[src/rtl/npu_conv_window_reader.sv]
// npu_conv_window_reader
// Loads a K x K weight set from the conv parameter RAM, then walks every
// K x K window of the image (with configurable stride). For each window it
// gathers all NUM_BANKS channels through one shared image RAM address.
// Each window is presented to the MAC array over valid/ready, together with
// its linear output index and first/last markers.
module npu_conv_window_reader #(
    parameter int DATA_W     = 8,
    parameter int NUM_BANKS  = 4,
    parameter int IMG_W      = 16,
    parameter int IMG_H      = 16,
    parameter int K          = 3,
    parameter int STRIDE     = 1,
    parameter int IMG_ADDR_W = 10,
    parameter int PAR_ADDR_W = 15,
    parameter int OUT_ADDR_W = 14
) (
    input  logic                              clk,
    input  logic                              reset,
    input  logic                              start,
    input  logic [PAR_ADDR_W-1:0]             param_base,
    output logic                              busy,
    output logic                              done,
    output logic [IMG_ADDR_W-1:0]             img_addr,
    input  logic [NUM_BANKS*DATA_W-1:0]       img_rdata,
    output logic [PAR_ADDR_W-1:0]             par_addr,
    input  logic [DATA_W-1:0]                 par_rdata,
    output logic [K*K*DATA_W-1:0]             weights,
    output logic                              win_valid,
    input  logic                              win_ready,
    output logic [NUM_BANKS*K*K*DATA_W-1:0]   win_data,
    output logic [OUT_ADDR_W-1:0]             win_out_addr,
    output logic                              win_first,
    output logic                              win_last
);

    localparam int KK     = K * K;
    localparam int OUT_W  = (IMG_W - K) / STRIDE + 1;
    localparam int OUT_H  = (IMG_H - K) / STRIDE + 1;
    localparam int N_WIN  = OUT_W * OUT_H;
    localparam int CNT_W  = $clog2(KK + 1) + 1;
    localparam int RC_MAX = (OUT_W > OUT_H) ? OUT_W : OUT_H;
    localparam int RC_W   = $clog2(RC_MAX + 1);

    localparam logic [2:0] S_IDLE       = 3'd0;
    localparam logic [2:0] S_LOAD_PARAM = 3'd1;
    localparam logic [2:0] S_FETCH      = 3'd2;
    localparam logic [2:0] S_EMIT       = 3'd3;
    localparam logic [2:0] S_DONE       = 3'd4;

    logic [2:0]            state;
    // Cycle index inside LOAD_PARAM / FETCH: issue slot cnt, capture slot cnt-1.
    logic [CNT_W-1:0]      cnt;
    // Output-grid position of the window being fetched/presented.
    logic [RC_W-1:0]       row_q;
    logic [RC_W-1:0]       col_q;
    // Image address of element (0,0) of the current window and of its grid row.
    logic [IMG_ADDR_W-1:0] win_base_q;
    logic [IMG_ADDR_W-1:0] row_base_q;
    // Address of element (i,0) for the window row currently being issued.
    logic [IMG_ADDR_W-1:0] line_addr_q;
    // Column j of the element currently being issued.
    logic [CNT_W-1:0]      j_q;

    logic                  col_wrap;
    logic                  last_win;
    logic [IMG_ADDR_W-1:0] next_base;

    // Next window origin: step right by STRIDE, or drop STRIDE rows at the row end.
    always_comb begin
        col_wrap  = (col_q == RC_W'(OUT_W - 1));
        last_win  = col_wrap && (row_q == RC_W'(OUT_H - 1));
        next_base = win_base_q + IMG_ADDR_W'(STRIDE);
        if (col_wrap) begin
            next_base = row_base_q + IMG_ADDR_W'(STRIDE * IMG_W);
        end
    end

    assign busy      = (state == S_LOAD_PARAM) || (state == S_FETCH) || (state == S_EMIT);
    assign done      = (state == S_DONE);
    assign win_valid = (state == S_EMIT);
    // Markers are qualified by valid so that they read 0 while nothing is presented.
    assign win_first = win_valid && (win_out_addr == '0);
    assign win_last  = win_valid && (win_out_addr == OUT_ADDR_W'(N_WIN - 1));

    // Controller, address generation and capture of weights / window pixels.
    always_ff @(posedge clk) begin
        if (reset) begin
            state        <= S_IDLE;
            cnt          <= '0;
            row_q        <= '0;
            col_q        <= '0;
            win_base_q   <= '0;
            row_base_q   <= '0;
            line_addr_q  <= '0;
            j_q          <= '0;
            img_addr     <= '0;
            par_addr     <= '0;
            weights      <= '0;
            win_data     <= '0;
            win_out_addr <= '0;
        end else begin
            case (state)
                S_IDLE: begin
                    if (start) begin
                        state        <= S_LOAD_PARAM;
                        par_addr     <= param_base;
                        cnt          <= '0;
                        row_q        <= '0;
                        col_q        <= '0;
                        win_base_q   <= '0;
                        row_base_q   <= '0;
                        win_out_addr <= '0;
                    end
                end

                S_LOAD_PARAM: begin
                    for (int e = 0; e < KK; e++) begin
                        if (cnt == CNT_W'(e + 1)) begin
                            weights[e*DATA_W +: DATA_W] <= par_rdata;
                        end
                    end
                    if (cnt < CNT_W'(KK - 1)) begin
                        par_addr <= par_addr + PAR_ADDR_W'(1);
                    end
                    if (cnt == CNT_W'(KK)) begin
                        state       <= S_FETCH;
                        cnt         <= '0;
                        img_addr    <= win_base_q;
                        line_addr_q <= win_base_q;
                        j_q         <= '0;
                    end else begin
                        cnt <= cnt + CNT_W'(1);
                    end
                end

                S_FETCH: begin
                    for (int e = 0; e < KK; e++) begin
                        if (cnt == CNT_W'(e + 1)) begin
                            for (int b = 0; b < NUM_BANKS; b++) begin
                                win_data[(b*KK + e)*DATA_W +: DATA_W] <= img_rdata[b*DATA_W +: DATA_W];
                            end
                        end
                    end
                    if (cnt < CNT_W'(KK - 1)) begin
                        if (j_q == CNT_W'(K - 1)) begin
                            line_addr_q <= line_addr_q + IMG_ADDR_W'(IMG_W);
                            img_addr    <= line_addr_q + IMG_ADDR_W'(IMG_W);
                            j_q         <= '0;
                        end else begin
                            img_addr <= img_addr + IMG_ADDR_W'(1);
                            j_q      <= j_q + CNT_W'(1);
                        end
                    end
                    if (cnt == CNT_W'(KK)) begin
                        state <= S_EMIT;
                        cnt   <= '0;
                    end else begin
                        cnt <= cnt + CNT_W'(1);
                    end
                end

                S_EMIT: begin
                    if (win_ready) begin
                        if (last_win) begin
                            state <= S_DONE;
                        end else begin
                            state        <= S_FETCH;
                            cnt          <= '0;
                            win_out_addr <= win_out_addr + OUT_ADDR_W'(1);
                            win_base_q   <= next_base;
                            img_addr     <= next_base;
                            line_addr_q  <= next_base;
                            j_q          <= '0;
                            if (col_wrap) begin
                                col_q      <= '0;
                                row_q      <= row_q + RC_W'(1);
                                row_base_q <= next_base;
                            end else begin
                                col_q <= col_q + RC_W'(1);
                            end
                        end
                    end
                end

                S_DONE: begin
                    state <= S_IDLE;
                end

                default: begin
                    state <= S_IDLE;
                end
            endcase
        end
    end

endmodule

[config.mk]
export PLATFORM = sky130hd
export DESIGN_NAME = npu_conv_window_reader
export DESIGN_NICKNAME = d
export VERILOG_FILES = /design/src/rtl/npu_conv_window_reader.sv
export SDC_FILE = /design/constraint.sdc
export NUM_CORES = 1
export LEC_CHECK = 0
export ABC_AREA = 1
export BUFFER_PORTS_ARGS = -buffer_cell sky130_fd_sc_hd__buf_2
export CORE_MARGIN = 2
export CORE_UTILIZATION = 50
export CTS_CLUSTER_SIZE = 14
export DETAILED_ROUTE_END_ITERATION = 8
export HOLD_SLACK_MARGIN = 0.1
export PLACE_DENSITY = 0.74
export SYNTH_ARGS = -nofsm -noshare
export SYNTH_HDL_FRONTEND = slang
export SYNTH_SLANG_ARGS = --single-unit
export TNS_END_PERCENT = 5
[constraint.sdc]
create_clock -name clk -period 2.2 [get_ports clk]
set_clock_uncertainty 0.05 [all_clocks]
set_input_delay 0.33 -clock clk [delete_from_list [all_inputs] [get_ports clk]]
set_output_delay 0.33 -clock clk [all_outputs]
set_load 0.1 [all_outputs]
==> impl_metrics.ini, run 1 <==
[logic_synthesis]
ys.flop_type = dfxtp_1
ys_top_cells_by_area = dfxtp_1 50%, nor2_1 17%, o21ai_0 11%
synth_seq_cells = 450
syn_area_um2 = 18000
synth.mux.area_fraction = 0
yosysTopAreaCellShare = 0.500
syn_nets = 2584
synth_xor_area_frac = 0.00680
synth_common_cells = 834 x nor2_1, 450 x dfxtp_1, 391 x o21ai_0, 241 x nand2_1, 117 x inv_1
synthCells = 2508
synth_compound_area_frac = 0.144
synth_top_family_by_area = simple AND/OR/NAND/NOR gates
async_flop_share = 0
yosysTopAreaCell = dfxtp_1
synth.most_common_cell = nor2_1
synth_adder_area_share = 0.0118
synth.distinct_cells = 39
synth-simple-area-share = 0.274
yosysWarningCount = 0
syn_avg_cell_area_um2 = 7.19
synth_enable_flop_cells = 0
yosysSeqAreaShare = 0.500

[flow_run]
drv_cap = 0

[status]
status = complete, no violations

[sta]
relSlewSlack = 0.581
fin_tns_setup_ns = 0
period_share = 0.999
worstMarginPinSlew_ns = 0.622
min_period_ns = 2.20
grt_setup_unrepaired = yes
setup_viol = 0
hold_violations = 0
finalMaxSlewViolations = 0
fmax_ghz = 0.455

[layout]
layout-drive-gt1-share = 0.219
area_growth_pct = 28.3
diodes = 0
nets = 3044
fin_cells = 3464
nFillCells = 3095

[drt]
wl_per_cell_um = 17.9
drt_iter0_drc = 1283
drc = 0
wirelength_um = 62000
drt-pass1-iter-count = 7
vias = 18609
ant_nets = 0
vias_per_cell = 5.37

[placed_design]
portBuffers = 462
hpwl_um = 42500
placedCellCount = 3328
gp_congestion = 0.900

[die]
core_um2 = 35600
core.rowCount = 69
chipWidth_um = 194
top_level_ports = 463
die-area_um2 = 37600
initial_utilization = 0.507
dieHeight_um = 194

[critical_path]
slowest_stage = dfxtp_4
crit_arrival_ns = 1.82
crit_fanout = 6
cpLargestDelayFamily = simple AND/OR/NAND/NOR gates
cpPeakStageDelay_ns = 0.40
critPathRequiredTime_ns = 1.82
start_kind = flop
critPathBufInv = 2
cp_cell_sequence = nand2_4 > nor2_4 > buf_6 > nand4_1 > nor3_4 > buf_12
endpoint_kind = primary output
critPathKind = reg2out

[cts]
cts_inserted_buffers = 47
clk-insertion-delay-late_ns = 0.57
clk_root_buffer_cell = clkbuf_16
path_clk_slew_ns = 0.06
cts.sinks = 450
clock_path_buffers = 3
htree_levels = 2
cts_tree = done

[pwr]
p_leak_uw = 0.0114
power_density_nw_per_um2 = 1120
ir_drop_v = 0.00145

[grt]
grt_max_degree = 73
grt_pass1_vias = 17869
grt_pass1_wl_um = 96300
gr-usage-all-layers = 0.317
antenna_found_initial = 0
overflow = 0

[hold_path]
hold_path_class = in2reg
[worst min-delay path, delay by kind of cell]
| kind | cells | cell delay, ns |
|---|---|---|
| simple gates | 2 | 0.18 |
| buf+inv | 1 | 0.20 |
[per-layer routing]
metal | vias up | track usage | part of all wire
met5 | - | 0 | 0
met4 | 0 | 0.164 | 0.055
met3 | 199 | 0.0748 | 0.086
met2 | 849 | 0.540 | 0.48
met1 | 8624 | 0.372 | 0.38
li1 | 8937 | - | -
[cell usage in the layout, fill, tap and decap left out, drive strengths merged]
master	instances
nor2	855
buf	527
dfxtp	450
o21ai	429
nand2	250
inv	122
nand3	80
a21oi	67
clkbuf	66
dlygate4sd3	47
nand4	26
ha	17
xor2	12
nor3	12
clkinv	8
bufinv	8
a31oi	4
nand3b	3
o21bai	3
or2	3
xnor2	2
o211ai	2
nor4	1
a21boi	1
a211oi	1
a22oi	1
and2	1
o22ai	1
nor3b	1
o221ai	1
o211a	1
clkinvlp	1
[cell families (layout without fill, tap and decap cells)]
family                   after synthesis  after routing
flip-flops                           450            450
AO/OA/AOI/OAI                        511            511
buffers and inverters                284            779
AND/OR/NAND/NOR                     1232           1232
adder cells (fa/ha/maj)               17             17
XOR/XNOR                              14             14
[path summary, 6_finish.rpt]
path	from	endpoint	slack (ns)	depth (start not counted)
max reg2reg	win_base_q[0]	line_addr_q[7]	0.18	7
min	img_rdata[13]	win_data[133]	0.12	3
max	state[1]	win_last	0.003	6
min reg2reg	row_base_q[1]	row_base_q[1]	0.42	2
[power by group]
group / leakage [uW] / total, uW / switching, uW / internal [uW]
combinational: 0.00693 / 7640 / 5770 / 1870
sequential: 0.00364 / 9430 / 657 / 8770
clock: 0.000845 / 8740 / 3340 / 5390
total: 0.0114 / 25800 / 9770 / 16000
[per-stage QoR]
stage	utilization	area [um^2]	total power (uW)	worst slack [ns]	hold slack [ns]
2_1_floorplan	-	18100	15300	-0.630	0.385
3_3_place_gp	0.586	20900	16900	0.260	0.404
3_5_place_dp	0.586	20900	17000	0.151	0.407
4_1_cts	0.649	23100	25800	-0.0700	0.105
5_1_grt	0.651	23100	26900	-0.0676	0.124
6_report	0.651	23100	25800	0.00329	0.119
[final cells by class]
type	count	area, um^2	share of cell area
clock buffer	66	1410	0.0609
sequential	450	9020	0.390
clock inverter	18	297	0.0128
tap	461	577	0.0249
multi-input combinational	1774	7950	0.343
timing repair buffer	574	3430	0.148
inverter	121	462	0.0200
[timing repair]
item | CTS | global route
pin swaps | 6 | 2
endpoints found under the hold margin | 178 | 0
setup buffers | 1 | 4
endpoints found under the setup margin | 5 | 7
gates resized for setup | 13 | 7
hold buffers | 47 | 0
[flip-flops by register name, indices dropped and copies added (netlist names)]
name and cells:
win_data 288, weights 72, par_addr 15, win_out_addr 14, img_addr 10, line_addr_q 10, row_base_q 10, win_base_q 10
cnt 5, j_q 5, col_q 4, row_q 4, state 3
No activity file was read; power rests on OpenSTA's default activity.
==> run 2, diff against run 1 <==
--- a/config.mk
+++ b/config.mk
@@ -5,7 +5,6 @@
 export SDC_FILE = /design/constraint.sdc
 export NUM_CORES = 1
 export LEC_CHECK = 0
-export ABC_AREA = 1
 export BUFFER_PORTS_ARGS = -buffer_cell sky130_fd_sc_hd__buf_2
 export CORE_MARGIN = 2
 export CORE_UTILIZATION = 50
==> run 2 against run 1 <==
Compared with the run above: the flow now finishes with violations (setup timing); via count down 3.4%; cell count down 6.6%; sequential cell count unchanged; sequential power down 9.9%; synthesized area down 2.2%; critical endpoint is now win_first.
==> impl_metrics.ini, run 2 <==
[status]
violations = setup timing
status = complete, but fails checks

[sta]
relSlewSlack = 0.589
setup_ws_ns = -0.184
min_period_ns = 2.38
grt_setup_unrepaired = yes
fin_tns_setup_ns = -0.324
finalMaxSlewViolations = 0
period_share = 1.08
hold_violations = 0
fmax_ghz = 0.419
worstMarginPinSlew_ns = 0.617
setup_viol = 2
hold_ws_ns = 0.130

[critical_path]
slowest_stage = dfxtp_4
critPathKind = reg2out
crit_arrival_ns = 2.00
endpoint_kind = primary output
crit_fanout = 2
critPathBufInv = 3
critPathRequiredTime_ns = 1.82
cp_cell_sequence = buf_6 > and2b_2 > nand2_8 > inv_12 > nand4_1 > nor4b_4 > buf_12
cpLargestDelayFamily = simple AND/OR/NAND/NOR gates
cpPeakStageDelay_ns = 0.34
start_kind = flop

[layout]
regArea_um2 = 9030
largestRegisters = win_data x288, weights x72, par_addr x15
final_common_cell = nand2_1
multi_input_area_um2 = 7910
nets = 2820
largest-register = win_data
area_growth_pct = 30.4
final_util = 0.664
largest_reg_flops = 288
nFillCells = 2871
finish.instance_area_um2 = 23000
layout-drive-gt1-share = 0.246
final_cell_mix = 734 x nand2_1, 456 x buf_2, 439 x dfxtp_1, 401 x a21oi_1, 94 x nor2_1

[pwr]
power_frac_comb = 0.151
power_density_nw_per_um2 = 851
clock_power_share = 0.415
ir_drop_v = 0.000600
power_switching_uw = 5550
p_sw_frac = 0.283
p_leak_uw = 0.00945
p_int_uw = 14000
pwr-share-seq = 0.434

[cts]
clk-insertion-delay-late_ns = 0.55
clock_path_buffers = 3
path_clk_slew_ns = 0.06
cts.sinks = 450
htree_levels = 2
clk_root_buffer_cell = clkbuf_16
cts_tree = done
cts_inserted_buffers = 46

[grt]
grt_pass1_wl_um = 92200
grt_pass1_vias = 16947
use_met1 = 0.373
antenna_found_initial = 1
use_met2 = 0.529
grt_max_degree = 70
gr-usage-all-layers = 0.319
grt-busiest-layer = met2
overflow = 0
met3_usage = 0.0784

[die]
die-area_um2 = 36800
top_level_ports = 463
initial_utilization = 0.510
chipWidth_um = 192
core.rowCount = 68
dieHeight_um = 192
core_um2 = 34600

[drt]
vias = 17974
wirelength_um = 61400
vias_per_cell = 5.56
wl_per_cell_um = 19.0
drt_iter0_drc = 1148
drt-pass1-iter-count = 5
drc = 0
ant_nets = 0

[hold_path]
hold_path_class = in2reg

[placed_design]
hpwl_um = 42000
portBuffers = 462
post-place-ws_ns = 0.00285
gp_congestion = 0.890
placed_area_um2 = 20800

[logic_synthesis]
yosysTopAreaCellShare = 0.511
synth.distinct_cells = 61
synth.most_common_cell = nand2_1
async_flop_share = 0
yosysSeqAreaShare = 0.511
synth_common_cells = 736 x nand2_1, 450 x dfxtp_1, 402 x a21oi_1, 168 x clkbuf_1, 101 x nor2_1
synth_enable_flop_cells = 0
syn_avg_cell_area_um2 = 7.74
syn_nets = 2355
ys_top_cells_by_area = dfxtp_1 51%, nand2_1 16%, a21oi_1 11%
ys.flop_type = dfxtp_1
synth_seq_cells = 450
syn_area_um2 = 17600
synthCells = 2279
yosysWarningCount = 0
yosysTopAreaCell = dfxtp_1

[flow_run]
drv_cap = 0
[run 2: timing repair]
item                       in CTS  in global routing
setup endpoints to repair       9                 72
pin swaps                       4                  4
buffers inserted                6                  1
hold endpoints to repair      339                  0
hold buffers                   51                  0
gates resized for setup        10                 18
[run 2: cell type report]
class / instances / area share
Sequential cell: 450 / 0.392
Multi-Input combinational cell: 1614 / 0.344
Timing Repair Buffer: 616 / 0.167
Clock buffer: 63 / 0.0572
Tap cell: 455 / 0.0248
Clock inverter: 19 / 0.0116
Inverter: 16 / 0.00316
Antenna cell: 1 / 0.000109
[run 2: kinds of logic after synthesis]
group	share of synthesized area
muxes	0.0113
adders and majority gates	0.0121
and+or+nand+nor	0.241
buffers and inverters	0.0480
DFF	0.511
xor gates and xnor gates	0.0208
AOI/OAI and AO/OA	0.156
[run 2: per-layer routing]
layer	up-vias	share of wire
met5	-	0
met3	193	0.091
met1	8421	0.38
met2	872	0.47
met4	0	0.060
li1	8488	-
[run 2: through the flow]
stage               power [uW]  instances
finish                   19600       3234
global route             20200       3234
CTS                      19600       3232
detailed placement       11500       3093
global placement         11400       3093
floorplan                10700       2279
[run 2: power groups by stage]
stage | clock (uW) | combinational [uW] | sequential (uW)
2_1_floorplan | 0 | 1220 | 9450
3_3_place_gp | 0 | 2740 | 8670
3_5_place_dp | 0 | 2780 | 8680
4_1_cts | 8240 | 2900 | 8500
5_1_grt | 8590 | 3130 | 8520
6_report | 8120 | 2950 | 8500
[run 2: worst paths after layout]
check / start / to / slack (ns) / cells after the start
worst max-delay path: state[1] / win_first / -0.18 / 7
worst min-delay path: param_base[3] / par_addr[3] / 0.13 / 5
worst max register to register: state[1] / win_out_addr[7] / 0.09 / 9
worst min register to register: win_data[193] / win_data[193] / 0.40 / 2
[run 2: worst register-to-register path, delay by kind of cell (launching register included)]
family          cells  cell delay [ns]
simple gates        4             0.79
buf+inv             3             0.43
flops               1             0.34
compound gates      1             0.22
xor+xnor            1             0.16
==> run 3, diff against run 2 <==
==> constraint.sdc (replaced) <==
create_clock -name clk -period 2.9 [get_ports clk]
set_clock_uncertainty 0.05 [all_clocks]
set_input_delay 0.435 -clock clk [delete_from_list [all_inputs] [get_ports clk]]
set_output_delay 0.435 -clock clk [all_outputs]
set_load 0.1 [all_outputs]
==> run 3 against run 2 <==
Compared with the run above: sequential power decreased by 24%; via count down 2.7%; sequential share of layout area is 1.8 points higher; hold slack got worse by 0.0083 ns; the flow now finishes without violations; clock power fell by 23%.
==> impl_metrics.ini, run 3 (same netlist as run 2, synthesis figures left out) <==
[grt]
grt_pass1_vias = 16291
gr-usage-all-layers = 0.313
grt_max_degree = 121
overflow = 0
grt_pass1_wl_um = 90500
antenna_found_initial = 1

[drt]
drt-pass1-iter-count = 5
vias_per_cell = 5.57
wirelength_um = 59700
drt_iter0_drc = 1195
wl_per_cell_um = 19.0
drc = 0
vias = 17482
ant_nets = 0

[cts]
cts_inserted_buffers = 47
htree_levels = 2
cts_tree = done
clk-insertion-delay-late_ns = 0.56
postCtsSetupBuffers = 0
cts.sinks = 450
clk_root_buffer_cell = clkbuf_16
clock_path_buffers = 3
path_clk_slew_ns = 0.06

[die]
dieHeight_um = 192
top_level_ports = 463
core.rowCount = 68
chipWidth_um = 192
core_um2 = 34600
die-area_um2 = 36800
initial_utilization = 0.510

[pwr]
power_density_nw_per_um2 = 672
p_leak_uw = 0.00896
ir_drop_v = 0.000510

[sta]
relSlewSlack = 0.507
hold_violations = 0
worstMarginPinSlew_ns = 0.734
setup_ws_ns = 0.145
setup_viol = 0
grt_setup_unrepaired = no
min_period_ns = 2.75
fmax_ghz = 0.363
finalMaxSlewViolations = 0
period_share = 0.950

[flow_run]
drv_cap = 0

[placed_design]
gp_congestion = 0.892
post-place-ws_ns = 0.357
hpwl_um = 40500
portBuffers = 462
placed_area_um2 = 20300

[critical_path]
critPathKind = reg2out
crit_fanout = 8
r2r_cells = 8
critPathRequiredTime_ns = 2.41
crit_arrival_ns = 2.27
start_kind = flop
endpoint_kind = primary output

[layout]
layout-drive-gt1-share = 0.227
largestRegisters = win_data x288, weights x72, par_addr x15
area_growth_pct = 24.3
final_cell_mix = 735 x nand2_1, 459 x buf_2, 449 x dfxtp_1, 402 x a21oi_1, 99 x nor2_1
finish.instance_area_um2 = 21900
multi_input_area_um2 = 7830
largest-register = win_data
nFillCells = 3004
nets = 2722
final_common_cell = nand2_1
regArea_um2 = 9010
largest_reg_flops = 288

[hold_path]
min_path_cells = 3
hold_path_class = in2reg

[status]
status = complete, no violations
## run 3: cell count changes in the layout (fill, tap and decap cells not counted), sizes merged
cell,previous run,this run
buf,565,515
dlygate4sd3,51,2
clkbuf,63,72
bufinv,6,4
inv,19,17
clkinv,10,9
clkinvlp,0,1
## run 3: cell type report
cell class / instances / share of cell area
Antenna cell: 1 / 0.000114
Clock buffer: 72 / 0.0657
Clock inverter: 15 / 0.00895
Inverter: 16 / 0.00274
Multi-Input combinational cell: 1614 / 0.357
Sequential cell: 450 / 0.411
Tap cell: 455 / 0.0260
Timing Repair Buffer: 517 / 0.129
## run 3: repair_timing
action,in CTS,in global routing
hold buffers,2,0
setup endpoints to repair,1,1
pin swaps,0,0
gates resized for setup,1,1
hold endpoints to repair,2,0
## run 3: per-layer routing
metal | vias to the layer above | GRT usage | share of wire
met5 | - | 0 | 0
met4 | 0 | 0.165 | 0.059
met3 | 184 | 0.0800 | 0.093
met2 | 795 | 0.516 | 0.46
met1 | 8203 | 0.375 | 0.39
li1 | 8300 | - | -
## run 3: report_power, final
part           leakage [uW]  switching, uW  internal, uW
Clock              0.000810           2490          3780
Combinational       0.00452           1550           453
Sequential          0.00363            157          6310
Total               0.00896           4200         10500
## run 3: worst max-delay path, stage by stage, from the launching register on
cell and delay, ns:
dfxtp_1 0.41, and2b_1 0.29, nand2_2 0.17, inv_2 0.12, nand4_1 0.15, nor4b_4 0.35, buf_12 0.21
## run 3: per-stage QoR
stage          total power, uW  utilization  hold slack (ns)  setup TNS, ns  std cells
2_1_floorplan             8080            -            0.372         -0.693       2279
3_3_place_gp              8540        0.585            0.388              0       3050
3_5_place_dp              8580        0.585            0.389              0       3050
4_1_cts                  14800        0.633            0.103              0       3139
5_1_grt                  15200        0.634            0.155              0       3140
6_report                 14700        0.634            0.121              0       3140
## run 3: worst paths after layout
check | startpoint | end | slack (ns)
setup reg to reg | cnt[1] | img_addr[7] | 0.37
setup / recovery | state[1] | win_first | 0.15
hold / removal | param_base[5] | par_addr[5] | 0.12
hold reg to reg | win_data[210] | win_data[210] | 0.40
